--- src/rtl/pif_pkg.sv ---
// Shared tag constants, payload width and FSM encoding for the I2C register decoder.
package pif_pkg;

    localparam int I2C_DATA_BITS = 6;

    localparam logic [1:0] A_ADDR = 2'b00;  // load address pointer
    localparam logic [1:0] D_ADDR = 2'b01;  // data write
    localparam logic [1:0] R_ADDR = 2'b10;  // read request
    localparam logic [1:0] X_ADDR = 2'b11;  // reserved

    typedef enum logic [1:0] {
        ST_IDLE   = 2'd0,
        ST_ACTIVE = 2'd1,
        ST_RDWAIT = 2'd2
    } pif_state_e;

endpackage

--- src/rtl/pif_regfile.sv ---
// Register storage for the I2C register decoder: one write port, whole array read flattened.
module pif_regfile #(
    parameter int DATA_BITS = 6,
    parameter int NUM_REGS  = 8,
    parameter int ADDR_BITS = 6
) (
    input  logic                          clk,
    input  logic                          rst,
    input  logic                          wr_en_i,
    input  logic [ADDR_BITS-1:0]          wr_addr_i,
    input  logic [DATA_BITS-1:0]          wr_data_i,
    output logic [NUM_REGS*DATA_BITS-1:0] rd_flat_o
);

    logic [NUM_REGS*DATA_BITS-1:0] regs_q;

    // Out-of-range addresses match no slot, so they never modify storage.
    always_ff @(posedge clk or posedge rst) begin
        if (rst) begin
            regs_q <= '0;
        end else if (wr_en_i) begin
            for (int i = 0; i < NUM_REGS; i++) begin
                if (wr_addr_i == ADDR_BITS'(i)) begin
                    regs_q[i*DATA_BITS +: DATA_BITS] <= wr_data_i;
                end
            end
        end
    end

    assign rd_flat_o = regs_q;

endmodule

--- src/rtl/i2c_reg_decoder.sv ---
// Decodes tagged I2C bytes into register writes and read-backs.
// Define AUTO_INC_EN to advance the pointer after every write and completed read.
import pif_pkg::*;

module i2c_reg_decoder #(
    parameter int DATA_BITS = 6,
    parameter int NUM_REGS  = 8
) (
    input  logic                          clk,
    input  logic                          sys_rst,
    input  logic                          rx_valid,
    input  logic [7:0]                    rx_data,
    input  logic                          rx_start,
    input  logic                          rx_stop,
    input  logic                          tx_ready,
    output logic                          tx_valid,
    output logic [7:0]                    tx_data,
    output logic [NUM_REGS*DATA_BITS-1:0] reg_q,
    output logic                          wr_strobe,
    output logic                          err,
    output pif_state_e                    dbg_state
);

`ifdef AUTO_INC_EN
    localparam bit AUTO_INC = 1'b1;
`else
    localparam bit AUTO_INC = 1'b0;
`endif

    localparam logic [I2C_DATA_BITS-1:0] LAST_IDX = I2C_DATA_BITS'(NUM_REGS - 1);

    pif_state_e                 state_q, state_d;
    logic [I2C_DATA_BITS-1:0]   ptr_q, ptr_d;
    logic                       tx_valid_q, tx_valid_d;
    logic [7:0]                 tx_data_q, tx_data_d;
    logic                       wr_strobe_q, wr_strobe_d;
    logic                       err_q, err_d;

    logic [1:0]                 tag;
    logic [I2C_DATA_BITS-1:0]   payload;
    logic                       ptr_in_range;
    logic [I2C_DATA_BITS-1:0]   ptr_inc;
    logic [DATA_BITS-1:0]       rd_val;
    logic                       wr_en;

    assign tag          = rx_data[7:6];
    assign payload      = rx_data[I2C_DATA_BITS-1:0];
    assign ptr_in_range = (ptr_q <= LAST_IDX);
    assign ptr_inc      = (ptr_q >= LAST_IDX) ? '0 : ptr_q + I2C_DATA_BITS'(1);

    pif_regfile #(
        .DATA_BITS (DATA_BITS),
        .NUM_REGS  (NUM_REGS),
        .ADDR_BITS (I2C_DATA_BITS)
    ) u_regfile (
        .clk       (clk),
        .rst       (sys_rst),
        .wr_en_i   (wr_en),
        .wr_addr_i (ptr_q),
        .wr_data_i (rx_data[DATA_BITS-1:0]),
        .rd_flat_o (reg_q)
    );

    always_comb begin
        rd_val = '0;
        for (int i = 0; i < NUM_REGS; i++) begin
            if (ptr_q == I2C_DATA_BITS'(i)) begin
                rd_val = reg_q[i*DATA_BITS +: DATA_BITS];
            end
        end
    end

    always_ff @(posedge clk or posedge sys_rst) begin
        if (sys_rst) begin
            state_q     <= ST_IDLE;
            ptr_q       <= '0;
            tx_valid_q  <= 1'b0;
            tx_data_q   <= '0;
            wr_strobe_q <= 1'b0;
            err_q       <= 1'b0;
        end else begin
            state_q     <= state_d;
            ptr_q       <= ptr_d;
            tx_valid_q  <= tx_valid_d;
            tx_data_q   <= tx_data_d;
            wr_strobe_q <= wr_strobe_d;
            err_q       <= err_d;
        end
    end

    // Bus events win over any byte in the same cycle; that byte is silently dropped.
    always_comb begin
        state_d     = state_q;
        ptr_d       = ptr_q;
        tx_valid_d  = tx_valid_q;
        tx_data_d   = tx_data_q;
        wr_strobe_d = 1'b0;
        err_d       = err_q;
        wr_en       = 1'b0;

        if (rx_stop) begin
            state_d    = ST_IDLE;
            tx_valid_d = 1'b0;
        end else if (rx_start) begin
            state_d    = ST_ACTIVE;
            tx_valid_d = 1'b0;
            if (!rx_valid) begin
                err_d = 1'b0;
            end
        end else begin
            case (state_q)
                ST_IDLE: begin
                end
                ST_ACTIVE: begin
                    if (rx_valid) begin
                        case (tag)
                            A_ADDR: ptr_d = payload;
                            D_ADDR: begin
                                if (ptr_in_range) begin
                                    wr_en       = 1'b1;
                                    wr_strobe_d = 1'b1;
                                    if (AUTO_INC) ptr_d = ptr_inc;
                                end else begin
                                    err_d = 1'b1;
                                end
                            end
                            R_ADDR: begin
                                tx_valid_d = 1'b1;
                                tx_data_d  = ptr_in_range ? {D_ADDR, I2C_DATA_BITS'(rd_val)} : 8'h7F;
                                state_d    = ST_RDWAIT;
                            end
                            default: err_d = 1'b1;
                        endcase
                    end
                end
                ST_RDWAIT: begin
                    if (rx_valid) begin
                        err_d = 1'b1;
                    end
                    if (tx_ready) begin
                        tx_valid_d = 1'b0;
                        state_d    = ST_ACTIVE;
                        if (AUTO_INC) ptr_d = ptr_inc;
                    end
                end
                default: state_d = ST_IDLE;
            endcase
        end
    end

    assign tx_valid  = tx_valid_q;
    assign tx_data   = tx_data_q;
    assign wr_strobe = wr_strobe_q;
    assign err       = err_q;
    assign dbg_state = state_q;

endmodule

--- config.mk ---
export PLATFORM = sky130hd
export DESIGN_NAME = i2c_reg_decoder
export DESIGN_NICKNAME = d
export VERILOG_FILES = /design/src/rtl/pif_pkg.sv /design/src/rtl/pif_regfile.sv /design/src/rtl/i2c_reg_decoder.sv
export SDC_FILE = /design/constraint.sdc
export NUM_CORES = 1
export LEC_CHECK = 0
export BUFFER_PORTS_ARGS = -buffer_cell sky130_fd_sc_hd__buf_2
export CAP_MARGIN = 5
export CORE_MARGIN = 1.5
export CORE_UTILIZATION = 57
export DETAILED_ROUTE_END_ITERATION = 7
export GPL_TIMING_DRIVEN = 0
export MAX_ROUTING_LAYER = met4
export PLACE_DENSITY = 0.92
export RECOVER_POWER = 25
export SYNTH_ARGS = -nofsm -noshare
export SYNTH_HDL_FRONTEND = slang
export SYNTH_SLANG_ARGS = --single-unit
--- constraint.sdc ---
create_clock -name clk -period 6.2 [get_ports clk]
set_input_delay 0.62 -clock clk [delete_from_list [all_inputs] [get_ports clk]]
set_output_delay 0.62 -clock clk [all_outputs]
set_load 0.005 [all_outputs]
==> results.json <==
{
  "clk_latency_ns": 0.35,
  "layout-drive-gt1-share_pct": 47.5,
  "power_density_mw_per_mm2": 271,
  "post_synth_num_cell_types": 44,
  "die_area_sq_mm": 0.00594,
  "crit_chain": "buf_2, inv_1, clkbuf_1",
  "intPower_mw": 0.729,
  "synthTopCellsByArea": "dfrtp_1, mux2_2, mux2i_1, mux2_4, nor2_1",
  "ys_warn_count": 0,
  "netlist.top_cell.by_area": "dfrtp_1",
  "rows": 26,
  "die_w_um": 77.1,
  "dpl_cell_area_sq_mm": 0.00360,
  "clkSlewWorstSetupHoldPaths_ns": 0.07,
  "p_comb_share_pct": 18.0,
  "totalWireLength_um": 7440,
  "end_kind": "asynchronous set/reset pin",
  "cp_slowest_cell": "clkbuf_1",
  "drt-pass1-iter-count": 4,
  "cts_buffers": 9,
  "ys_async_sr_fraction_pct": 100,
  "cts_resized": 0,
  "syn_area_sq_mm": 0.00313,
  "grt_pass1_vias": 2397,
  "setup_tns_ns": 0,
  "fin_crit_sh_pct": 50.1,
  "cpPeakStageDelay_ns": 1.74,
  "fin_cells": 407,
  "violations": "max-capacitance violations, max-slew violations",
  "dpl.cell_count": 391,
  "cts_hold_buf": 0,
  "critical_path_class": "in2async",
  "port_buffers": 73,
  "ir_worst_vdd_uv": 182,
  "io_pins": 75,
  "crit_family": "buffers and inverters",
  "fp.dieH_um": 77.1,
  "leakagePower_nw": 1.98,
  "cp_max_fo": 45,
  "fmax_mhz": 322,
  "cts_setup_buffers": 0,
  "ys_ff_latch": 66,
  "grt_pass1_wl_um": 12300,
  "start_kind": "input pin",
  "overflow": 0,
  "synth_edf_count": 0,
  "fin_skew_ns": 0.00973,
  "core_area_sq_mm": 0.00520,
  "synth_nets": 264,
  "report.final.slew_viol_count": 46,
  "min_period_ns": 3.11,
  "clockBufferDepth": 2,
  "arrival_ns": 3.06,
  "crit_buf_inv": 3,
  "p_sw_share_pct": 28.6,
  "initial_core_util_pct": 60.1,
  "areaGrowthSynthToFinish_pct": 20.5,
  "maxCapViolations": 1,
  "synth_seq_area_share_pct": 52.8,
  "n_antenna_cell": 0,
  "nNetsFinal": 349,
  "nFillCells": 350,
  "power.share.clock_pct": 33.9,
  "rsz0062_at_grt": "false",
  "avgSynthCellArea_sq_um": 12.7,
  "final_common_cell": "buf_2",
  "hold_viol": 0,
  "status": "finished, violations left",
  "routed_via_density": 5.86,
  "setup-violations-final": 0,
  "wl_per_cell_um": 18.3,
  "synth_top_area_share_pct": 52.8,
  "gp_congestion": 0.848,
  "max_slew_margin_pct": -57.3,
  "cts.sinks": 66,
  "seqPwrFrac_pct": 48.1,
  "mostFrequentLayoutCells": "buf_2, dfrtp_1, mux2_2",
  "clockRootBuffer": "clkbuf_8",
  "grt_start_max_net_pins": 46,
  "cts_tree": "built",
  "final_core_util_pct": 72.4,
  "switchingPower_mw": 0.292,
  "htree_levels": 3,
  "ys.flop_type": "dfrtp_1",
  "drc": 0,
  "place.detailed.hpwl_um": 5280,
  "hold_path.class": "in2async",
  "synth_cells": 247,
  "ant_nets": 0,
  "final_cell_area_sq_mm": 0.00377,
  "antenna_found_initial": 0,
  "drt-initial-drc-count": 115,
  "grt_use_total_pct": 28.3,
  "critical_path_required_ns": 6.16,
  "vias": 2384,
  "worstMarginPinSlew_ns": 2.36
}
[sequential cells by signal (all words and copies together), names as in the netlist]
| register | cells |
|---|---|
| dbg_state | 2 |
| err | 1 |
| ptr_q | 6 |
| tx_data | 7 |
| tx_valid | 1 |
| u_regfile.rd_flat_o | 48 |
| wr_strobe | 1 |
[area by class of cell]
cell class	instances	area, sq um	share of cell area (%)
well taps	70	87.6	2.32
flip-flops and latches	66	1650	43.8
clock buffers	10	128	3.39
plain buffers	12	55.1	1.46
inverters	11	41.3	1.10
repair buffers	74	369	9.79
multi-input cells	158	1380	36.6
clock inverters	6	57.6	1.53
[worst reg2reg max path, cell delays in order, from the launching register on]
cell      delay, ns
dfrtp_1        0.40
inv_1          0.10
ha_1           0.28
and4bb_2       0.28
nand3_2        0.15
inv_1          0.20
nand4b_1       0.38
mux2_2         0.42
[power groups by stage]
stage          sequential, mW  clock (mW)  combinational (mW)
6_report                0.490       0.346               0.184
5_1_grt                 0.495       0.370               0.204
4_1_cts                 0.490       0.351               0.186
3_5_place_dp            0.498           0               0.183
3_3_place_gp            0.495           0               0.175
2_1_floorplan           0.495           0               0.114
[logic make-up after synthesis]
| kind of cell | share of synthesized area (%) |
|---|---|
| multiplexers | 25.2 |
| other | 0.120 |
| flip-flops | 52.8 |
| buffers and inverters | 3.08 |
| AO/OA/AOI/OAI | 8.12 |
| AND/OR/NAND/NOR | 9.44 |
| adder cells (fa/ha/maj) | 1.20 |
[metal layers]
metal | share of wire (%) | vias up | track usage (%) | wire length [um]
li1 | - | 1075 | - | -
met1 | 40 | 1177 | 32.9 | 2950
met2 | 51 | 105 | 46.4 | 3770
met3 | 6.4 | 27 | 7.26 | 473
met4 | 3.2 | 0 | 12.7 | 240
met5 | 0 | - | - | 0
[stage by stage]
step                      worst slack, ns  total power, mW  hold slack [ns]
after floorplan                      3.93            0.609            0.465
after global placement               3.22            0.671            0.454
after detailed placement             3.87            0.681            0.458
after CTS                            3.92             1.03            0.302
after global routing                 2.45             1.07            0.496
final                                3.09             1.02            0.421
[cell usage after synthesis (2+ instances only)]
master     number
clkbuf_1        4
nand3_1         2
o2bb2ai_1       3
nor2_1         15
nor3_2          2
o22ai_1         4
or3_1           4
a221o_1         2
nand2b_1        2
buf_2           5
nand2_1         7
a21oi_1         4
mux2_2         50
ha_1            3
o21ai_0         8
or2_2           2
a31oi_1         8
o211ai_1        2
nand4_1         2
nand3b_1        3
buf_1           2
a211oi_1        2
dfrtp_1        66
inv_1          11
mux2i_1         9
mux4_2          2
mux2_4          6
[worst paths after layout]
path,from,to,slack [ns],cells past startpoint
worst max-delay path,sys_rst,ptr_q[3],3.09,3
worst min register to register,tx_data[6],tx_data[6],0.46,1
min in group clk,tx_data[6],tx_data[6],0.46,1
max in group clk,dbg_state[1],u_regfile.rd_flat_o[41],3.87,7
worst min-delay path,sys_rst,tx_data[6],0.42,2
worst max register to register,dbg_state[1],u_regfile.rd_flat_o[41],3.87,7
No activity file was read; power rests on OpenSTA's default activity.
